### config.mk
export PLATFORM = sky130hd
export DESIGN_NAME = dmem_cache
export DESIGN_NICKNAME = d
export VERILOG_FILES = /design/src/rtl/dmem_cache_pkg.sv /design/src/rtl/dmem_cache_line_array.sv /design/src/rtl/dmem_cache.sv
export SDC_FILE = /design/constraint.sdc
export NUM_CORES = 1
export LEC_CHECK = 0
export ABC_AREA = 1
export ABC_CLOCK_PERIOD_IN_PS = 5200
export CAP_MARGIN = 20
export CORE_ASPECT_RATIO = 1.1
export CORE_MARGIN = 2
export CORE_UTILIZATION = 45
export DETAILED_ROUTE_END_ITERATION = 6
export GPL_TIMING_DRIVEN = 0
export HOLD_SLACK_MARGIN = 0.12
export PLACE_DENSITY = 0.59
export SYNTH_ARGS = -nofsm -noshare
export SYNTH_HDL_FRONTEND = slang
export SYNTH_SLANG_ARGS = --single-unit
### constraint.sdc
create_clock -name cpu_clk -period 5.2 [get_ports cpu_clk]
set_input_delay 0.52 -clock cpu_clk [delete_from_list [all_inputs] [get_ports cpu_clk]]
set_output_delay 0.52 -clock cpu_clk [all_outputs]
set_load 0.02 [all_outputs]
### src/rtl/dmem_cache_pkg.sv
// dmem_cache_pkg: shared FSM encoding and strobe width for the data cache.
package dmem_cache_pkg;
    typedef enum logic [1:0] {DMEM_IDLE, DMEM_REFILL, DMEM_WRITE} dmem_state_e;
    localparam int DMEM_STRB_W = 4;
endpackage

### src/rtl/dmem_cache_line_array.sv
// dmem_line_array: valid/tag/data storage with a combinational lookup and one byte-merging write port.
module dmem_line_array
    import dmem_cache_pkg::*;
#(
    parameter int DATA_WIDTH      = 32,
    parameter int DATA_ADDR_WIDTH = 32,
    parameter int LINE_NUM        = 16
) (
    input  logic                       cpu_clk,
    input  logic                       cpu_rst,
    input  logic [DATA_ADDR_WIDTH-1:0] addr,
    output logic                       hit,
    output logic [DATA_WIDTH-1:0]      rdata,
    input  logic                       wr_en,
    input  logic                       wr_fill,
    input  logic [DATA_WIDTH-1:0]      wr_data,
    input  logic [DMEM_STRB_W-1:0]     wr_strb
);
    localparam int IW = $clog2(LINE_NUM);
    localparam int TW = DATA_ADDR_WIDTH - 2 - IW;
    logic [LINE_NUM-1:0]   valid;
    logic [TW-1:0]         tags [LINE_NUM];
    logic [DATA_WIDTH-1:0] data [LINE_NUM];
    logic [IW-1:0]         idx;
    logic [TW-1:0]         tag;
    assign idx   = addr[2 +: IW];
    assign tag   = addr[DATA_ADDR_WIDTH-1 -: TW];
    assign hit   = valid[idx] && (tags[idx] == tag);
    assign rdata = data[idx];
    always_ff @(posedge cpu_clk or posedge cpu_rst) begin
        if (cpu_rst)
            valid <= '0;
        else if (wr_en && wr_fill)
            valid[idx] <= 1'b1;
    end
    // Tag and data need no reset: a line is only read through its valid bit.
    always_ff @(posedge cpu_clk) begin
        if (wr_en) begin
            if (wr_fill)
                tags[idx] <= tag;
            for (int b = 0; b < DMEM_STRB_W; b++)
                if (wr_strb[b])
                    data[idx][8*b +: 8] <= wr_data[8*b +: 8];
        end
    end
endmodule

### src/rtl/dmem_cache.sv
// dmem_cache: direct-mapped write-through, no-write-allocate data cache with a req/ack backing bus.
// Define DMEM_CACHE_STATS_EN to add hit/miss/write counters.
module dmem_cache
    import dmem_cache_pkg::*;
#(
    parameter int DATA_WIDTH      = 32,
    parameter int DATA_ADDR_WIDTH = 32,
    parameter int LINE_NUM        = 16
) (
    input  logic                       cpu_clk,
    input  logic                       cpu_rst,
    input  logic [DATA_ADDR_WIDTH-1:0] cpu_data_mem_raddr,
    input  logic                       cpu_data_mem_read,
    input  logic [DATA_ADDR_WIDTH-1:0] cpu_data_mem_waddr,
    input  logic [DATA_WIDTH-1:0]      cpu_data_mem_wdata,
    input  logic                       cpu_data_mem_write,
    input  logic [DMEM_STRB_W-1:0]     cpu_data_mem_write_strobe,
    output logic [DATA_WIDTH-1:0]      data_mem_rdata,
    output logic                       data_mem_hazard,
    output logic                       mem_req,
    output logic                       mem_we,
    output logic [DATA_ADDR_WIDTH-1:0] mem_addr,
    output logic [DATA_WIDTH-1:0]      mem_wdata,
    output logic [DMEM_STRB_W-1:0]     mem_wstrb,
    input  logic                       mem_ack,
`ifdef DMEM_CACHE_STATS_EN
    output logic [31:0]                stat_hits,
    output logic [31:0]                stat_misses,
    output logic [31:0]                stat_writes,
`endif
    input  logic [DATA_WIDTH-1:0]      mem_rdata
);
    dmem_state_e                state, next;
    logic [DATA_ADDR_WIDTH-1:0] req_addr;
    logic                       hit, wr_en, wr_fill;
    logic [DATA_WIDTH-1:0]      line_rdata, wr_data;
    logic [DMEM_STRB_W-1:0]     wr_strb;
    // Write wins over a simultaneous read; during a refill the held read address selects the line.
    assign req_addr = cpu_data_mem_write ? cpu_data_mem_waddr : cpu_data_mem_raddr;
    dmem_line_array #(
        .DATA_WIDTH(DATA_WIDTH),
        .DATA_ADDR_WIDTH(DATA_ADDR_WIDTH),
        .LINE_NUM(LINE_NUM)
    ) u_lines (
        .cpu_clk(cpu_clk),
        .cpu_rst(cpu_rst),
        .addr(req_addr),
        .hit(hit),
        .rdata(line_rdata),
        .wr_en(wr_en),
        .wr_fill(wr_fill),
        .wr_data(wr_data),
        .wr_strb(wr_strb)
    );
    always_comb begin
        next            = state;
        data_mem_hazard = 1'b0;
        data_mem_rdata  = '0;
        wr_en           = 1'b0;
        wr_fill         = 1'b0;
        wr_data         = cpu_data_mem_wdata;
        wr_strb         = cpu_data_mem_write_strobe;
        case (state)
            DMEM_IDLE: begin
                if (cpu_data_mem_write) begin
                    data_mem_hazard = 1'b1;
                    next            = DMEM_WRITE;
                    wr_en           = hit;
                end else if (cpu_data_mem_read) begin
                    data_mem_hazard = !hit;
                    data_mem_rdata  = hit ? line_rdata : '0;
                    next            = hit ? DMEM_IDLE : DMEM_REFILL;
                end
            end
            DMEM_REFILL: begin
                data_mem_hazard = !mem_ack;
                data_mem_rdata  = mem_ack ? mem_rdata : '0;
                wr_en           = mem_ack;
                wr_fill         = mem_ack;
                wr_data         = mem_rdata;
                wr_strb         = '1;
                next            = mem_ack ? DMEM_IDLE : DMEM_REFILL;
            end
            DMEM_WRITE: begin
                data_mem_hazard = !mem_ack;
                next            = mem_ack ? DMEM_IDLE : DMEM_WRITE;
            end
            default: next = DMEM_IDLE;
        endcase
    end
    always_ff @(posedge cpu_clk or posedge cpu_rst) begin
        if (cpu_rst) begin
            state     <= DMEM_IDLE;
            mem_req   <= 1'b0;
            mem_we    <= 1'b0;
            mem_addr  <= '0;
            mem_wdata <= '0;
            mem_wstrb <= '0;
        end else begin
            state <= next;
            if (state == DMEM_IDLE && next != DMEM_IDLE) begin
                mem_req   <= 1'b1;
                mem_we    <= next == DMEM_WRITE;
                mem_addr  <= {req_addr[DATA_ADDR_WIDTH-1:2], 2'b00};
                mem_wdata <= cpu_data_mem_wdata;
                mem_wstrb <= (next == DMEM_WRITE) ? cpu_data_mem_write_strobe : '0;
            end else if (state != DMEM_IDLE && mem_ack) begin
                mem_req <= 1'b0;
            end
        end
    end
`ifdef DMEM_CACHE_STATS_EN
    always_ff @(posedge cpu_clk or posedge cpu_rst) begin
        if (cpu_rst) begin
            stat_hits   <= '0;
            stat_misses <= '0;
            stat_writes <= '0;
        end else if (state == DMEM_IDLE) begin
            if (cpu_data_mem_read && !cpu_data_mem_write && hit)
                stat_hits <= stat_hits + 32'd1;
            if (next == DMEM_REFILL)
                stat_misses <= stat_misses + 32'd1;
            if (next == DMEM_WRITE)
                stat_writes <= stat_writes + 32'd1;
        end
    end
`endif
endmodule

After elaboration in Yosys (flattened, before gate mapping) --
Memories as Yosys holds them, arrays and structs flattened. Cells that the tools add are included.
Cells by class: $lt $le $gt $ge 2, eq/ne operators 4, muxes and demuxes 42, bitwise operators 1, reduce and logical (&&, ||, !) cells 12
Operators with widths (count):
- two-way mux 32 bit | 6
- one-hot mux 32 bit (2 select lines) | 1
- == test 26 bit | 1
- two-way mux 1 bit | 25
- OR 16 bit | 1
- two-way mux 4 bit | 2
- two-way mux 2 bit | 3
- one-hot mux 2 bit (3 select lines) | 1
- nonzero test 2 bit | 3
- logical AND 1 bit | 5
- < comparator 4 x 5 -> 1 bit (second input constant) | 1
- binary-select mux 1 bit (select 4 bit) | 1
- demux 1 bit (select 4 bit) | 1
- == test 2 bit (second input constant) | 2
- >= comparator 4 x 1 -> 1 bit (second input constant) | 1
- one-hot mux 1 bit (2 select lines) | 2
- == test 2 x 1 -> 1 bit (second input constant) | 1
- logical NOT 1 bit | 2
- logical NOT 2 bit | 1
- OR reduction 2 bit | 1
Storage, ports and cells: flip-flop bits (word level) 86, bits in writable memories 928, input bits 137, output and inout port bits 103, logic and storage cells 70, memories kept 2
Memory list:
- u_lines.data | depth 16, width 32, rd ports 1, clocked after memory_dff 0, wr ports 1, RTL line dmem_cache_line_array.sv:23 | logic [DATA_WIDTH-1:0] data [LINE_NUM];
- u_lines.tags | depth 16, width 26, rd ports 1, clocked after memory_dff 0, wr ports 1, RTL line dmem_cache_line_array.sv:22 | logic [TW-1:0] tags [LINE_NUM];

Logic depth before layout (Yosys ltp) --
Gate-level depths: netlist (run 1).
depth in word-level cells 11, mapped depth 31

Cells and area by module --
Synthesis (run 1) repeated with hierarchy kept, for this count alone.
Second synthesis, totals: cells, all modules 3419, area, all modules 41147.0 um2
Modules (own cells, without submodules):
- dmem_line_array | instances 1, cells an instance 2780, area an instance 36935.4 um2, sequential area each 28267.1 um2
- dmem_cache | instances 1, cells an instance 639, area an instance 4211.5 um2, sequential area each 1751.7 um2

Worst setup path before layout (run 1) --
Ideal clock, no wire load.
path kind input to register, start point input cpu_data_mem_write, end point memory u_lines.data[10][24] (enable), library setup time 0.370 ns, data arrival time 3.497 ns, data required time 4.830 ns, setup slack 1.333 ns, stages on the path 15, path through buf_6 > clkbuf_1 > clkbuf_1 > o21ai_0 > inv_1 > nand2_1 > nand2_1 > nor2_1 > nand3_1 > nor2_1 > nand2_2 > o21ai_1 > o21ai_1 > clkbuf_1 > nor2_1
RTL lines:
- start: declaration | RTL line dmem_cache.sv:16 | input logic cpu_data_mem_write,
- two-way mux 32 bit | RTL line dmem_cache.sv:39 | assign req_addr = cpu_data_mem_write ? cpu_data_mem_waddr : cpu_data_mem_raddr;
- via req_addr[21] | RTL line dmem_cache.sv:34 | logic [DATA_ADDR_WIDTH-1:0] req_addr;
- == test 26 bit | RTL line dmem_cache_line_array.sv:28 | assign hit = valid[idx] && (tags[idx] == tag);
- logical AND 1 bit | RTL line dmem_cache_line_array.sv:28
- two-way mux 1 bit | RTL line dmem_cache.sv:65 | if (cpu_data_mem_write) begin
- one-hot mux 1 bit (2 select lines) | RTL line dmem_cache.sv:63 | case (state)
- two-way mux 1 bit | RTL line dmem_cache_line_array.sv:38 | if (wr_en) begin
- two-way mux 1 bit (not written as such) | RTL line dmem_cache_line_array.sv:43 | data[idx][8*b +: 8] <= wr_data[8*b +: 8];
- end: declaration | RTL line dmem_cache_line_array.sv:23
The timed path passes the listed nets, and every way through them passes these cells. The select of a mux whose other input is x is not followed.

Worst setup path in the final report (run 1) --
start point input cpu_data_mem_waddr[3], end point output data_mem_rdata[12]
On the way: cells in the longest elaborated chain, start to end 8
RTL lines:
- start: declaration | RTL line dmem_cache.sv:14 | input logic [DATA_ADDR_WIDTH-1:0] cpu_data_mem_waddr,
- two-way mux 32 bit * | RTL line dmem_cache.sv:39
- memory (16 x 26 bit) / binary-select mux 1 bit (select 4 bit) (equally long branches)
- == test 26 bit / two-way mux 1 bit (equally long branches) | RTL line dmem_cache_line_array.sv:28
- logical AND 1 bit | RTL line dmem_cache_line_array.sv:28
- two-way mux 32 bit * | RTL line dmem_cache.sv:71 | data_mem_rdata = hit ? line_rdata : '0;
- two-way mux 32 bit * | RTL line dmem_cache.sv:69 | end else if (cpu_data_mem_read) begin
- two-way mux 32 bit * | RTL line dmem_cache.sv:65
- one-hot mux 32 bit (2 select lines) * | RTL line dmem_cache.sv:63
- end: declaration | RTL line dmem_cache.sv:18 | output logic [DATA_WIDTH-1:0] data_mem_rdata,
Mark *: on every way between the ends. The rest lies on a longest branch, timed or not. The select of a mux whose other input is x is not followed.

==> results.toml, run 1 <==
[detailed_routing]
drtIter0Drc = 3838
route.detailed.drc = 0
wl_per_cell_um = 27.1
viasPerCell = 5.63
top_layer_used = "met5"
vias = 31500
drt-total-wl_um = 151000
dr_wl_met3_um = 14900
ant_nets = 0
wl_met2_um = 72500
drt-met1-wl_um = 57200
first_pass_iters = 6

[sta]
maxSlewHeadroom_pct = 14.8
period_share_pct = 99.9
setup_viol = 0
tightest_slew_ns = 1.28
fin_crit_ns = 5.20
fin_skew_ns = 0.0359
rsz0062_at_grt = "yes"
max_freq_mhz = 192
final-max-slew-violation-count = 0
hold_violations = 0

[floorplan]
rows = 118
die_h_um = 327
io_pins = 240
die_x_um = 298
core-area_um2 = 94200
initial_utilization_pct = 45.4
die-area_um2 = 97600

[global_route]
grtUsageTotal_pct = 30.5
overflow = 0
grt_start_max_net_pins = 58
grt_pass1_wl_um = 213000
antenna_found_initial = 5
grt_pass1_vias = 29900

[cts]
path_clk_slew_ns = 0.06
cts.htree.levels = 3
cts_hold_buf = 0
worstSkewPairLatency_ns = 0.71
cts.path.max_buffers = 3
cts_buffers = 105
cts_tree = "yes"
clock-sinks = 1014
root_buffer = "clkbuf_16"

[synthesis]
ys_seq_elements = 1014
netlist_area_um2 = 42800
synth_cell_types = 38
yosysSeqAreaShare_pct = 70.2
synthCells = 3836
synth_top_area_share_pct = 65.1
synth_ff_type = "edfxtp_1"
synth_most_common_cell = "nand2_1"
synth.avg_cell_area_um2 = 11.2
synth_edf_count = 928
synth-async-reset-ratio_pct = 8.48
synth_commonest_cells = "nand2_1, edfxtp_1, inv_1"
synthTopCellsByArea = "edfxtp_1, nand2_1, dfrtp_1"
yosysWarnings = 0
yosysTopAreaCell = "edfxtp_1"

[critical_path]
r2r_cells = 17
slowest_delay_ns = 0.78
worst-path-max-fanout = 10
cp.required_ns = 4.68
crit_type = "input pin to output pin"
reg2reg_slack_ns = 0.71
crit_family = "buffers and inverters"
crit_chain = "clkdlybuf4s50_1 > nand2_1 > o21ai_2 > inv_2 > buf_4 > clkbuf_4 > clkbuf_1 > clkbuf_1 > o21ai_0 > o221ai_1 > a21oi_1 > nand4_1 > o21ai_0 > clkdlybuf4s50_1"
reg2reg_from = "u_lines.tags[10][9]"
worstSetupStartpointType = "input pin"
slowest_stage = "clkbuf_1"
timing.rr.end = "u_lines.data[6][27]"
crit_buf_inv = 7
cp.arrival_ns = 4.68
endpoint_kind = "output pin"

[placement]
place_hpwl_um = 104000
numPlacedInstances = 5386
gp_congestion = 0.943
portBuffers = 232

[power]
p_leak_nw = 20.4
finalPower_w = 0.0218
ir_worst_vdd_uv = 281
powerDensity_nw_per_um2 = 422

[finish]
syn_to_final_growth_pct = 20.6
finalNonFillerCells = 5595
drive_gt1_share_pct = 11.2
finalNetCount = 4384

[worst_hold_path]
min_path_type = "input pin to async pin"

[run]
drv_cap = 0

[run_status]
status = "finished, final reports clean"
[how the worst max path moves through the flow]
stage                          start              endpoint  slack [ns]  cells past startpoint
5_1_grt        cpu_data_mem_raddr[3]    data_mem_rdata[12]        -0.1                     14
6_report       cpu_data_mem_waddr[3]    data_mem_rdata[12]       0.004                     14
4_1_cts        cpu_data_mem_waddr[2]    data_mem_rdata[23]       0.003                     23
2_1_floorplan     cpu_data_mem_write  u_lines.data[10][24]        1.33                     15
3_3_place_gp   cpu_data_mem_raddr[5]    u_lines.tags[9][5]       -2.35                     10
3_5_place_dp      cpu_data_mem_write    data_mem_rdata[16]       -1.44                     16
[layout make-up]
| type | count | area [um2] |
|---|---|---|
| tap | 1260 | 1580 |
| inverter | 365 | 1380 |
| timing repair buffer | 300 | 3280 |
| fill | 8141 | 42600 |
| clock inverter | 59 | 638 |
| multi-input combinational | 2238 | 10700 |
| buffer | 219 | 1210 |
| clock buffer | 139 | 2820 |
| antenna | 1 | 2.50 |
| sequential | 1014 | 30000 |
[report_power, final]
group / internal (W) / leakage [nW] / switching (W)
combinational: 0.00138 / 9.32 / 0.00311
sequential: 0.00949 / 9.42 / 0.000228
clock: 0.00429 / 1.68 / 0.00328
total: 0.0152 / 20.4 / 0.00662
[state kept, by name, indices dropped and copies added, names as in the netlist]
name	count
u_lines.data	512
u_lines.tags	416
mem_wdata	32
mem_addr	30
u_lines.valid	16
mem_wstrb	4
state	2
mem_req	1
mem_we	1
[through the flow]
stage | util [%] | hold WS, ns | setup TNS (ns) | setup WS, ns | cell area, um2
finish | 54.8 | 0.192 | 0 | 0.00441 | 51600
global route | 54.8 | 0.232 | -0.361 | -0.0959 | 51600
CTS | 54.5 | 0.195 | 0 | 0.00280 | 51400
detailed placement | 50.6 | 0.448 | -564.07 | -1.44 | 47600
global placement | 49.6 | 0.438 | -1605.57 | -2.35 | 46700
floorplan | - | 0.424 | 0 | 1.33 | 42800
[per-layer routing]
| layer | global-route usage (%) | up-vias |
|---|---|---|
| li1 | - | 14000 |
| met1 | 38.7 | 15400 |
| met2 | 50.5 | 1788 |
| met3 | 6.59 | 315 |
| met4 | 13.5 | 4 |
| met5 | 0 | - |
[cells by family (layout without fill, tap and decap cells)]
family	Yosys count	in the layout	share of synthesized area (%)
adder cells (fa/ha/maj)	4	4	0.117
AND/OR/NAND/NOR	1731	1731	16.6
other	1	3	0.00877
multiplexers	28	28	0.737
flip-flops	1014	1014	70.2
buffers and inverters	585	1082	5.48
AO/OA/AOI/OAI	473	473	6.91
[cell usage in the layout, fill, tap and decap left out, types with 15 or more instances in the layout]
cell / n
a21oi_1: 26
nand4_1: 29
o31ai_1: 87
o21ai_1: 79
mux2_2: 28
o22ai_1: 90
o221ai_1: 38
buf_4: 44
nor2_1: 219
clkbuf_16: 106
buf_12: 15
buf_6: 32
clkdlybuf4s50_1: 221
dfrtp_1: 86
clkinv_2: 25
nand3_1: 107
edfxtp_1: 928
clkbuf_2: 70
buf_2: 28
inv_1: 357
nor2_4: 22
o21ai_0: 113
clkbuf_1: 77
nor3_1: 186
clkbuf_4: 23
nand2_1: 1123
[what timing repair did]
action / in CTS / in global routing
gates resized for setup: 126 / 68
setup endpoints to repair: 473 / 217
buffers inserted: 4 / 2
pin swaps: 3 / 1
(Power assumes the default switching activity.)
==> run 2, diff against run 1 <==
--- a/config.mk
+++ b/config.mk
@@ -12,8 +12,9 @@
 export CORE_MARGIN = 2
 export CORE_UTILIZATION = 45
 export DETAILED_ROUTE_END_ITERATION = 6
+export GPL_ROUTABILITY_DRIVEN = 0
 export GPL_TIMING_DRIVEN = 0
-export HOLD_SLACK_MARGIN = 0.12
+export HOLD_SLACK_MARGIN = 0.08
 export PLACE_DENSITY = 0.59
 export SYNTH_ARGS = -nofsm -noshare
 export SYNTH_HDL_FRONTEND = slang
==> results of run 2 <==
The final DEF is identical to that of run 1; final timing and power are the same.
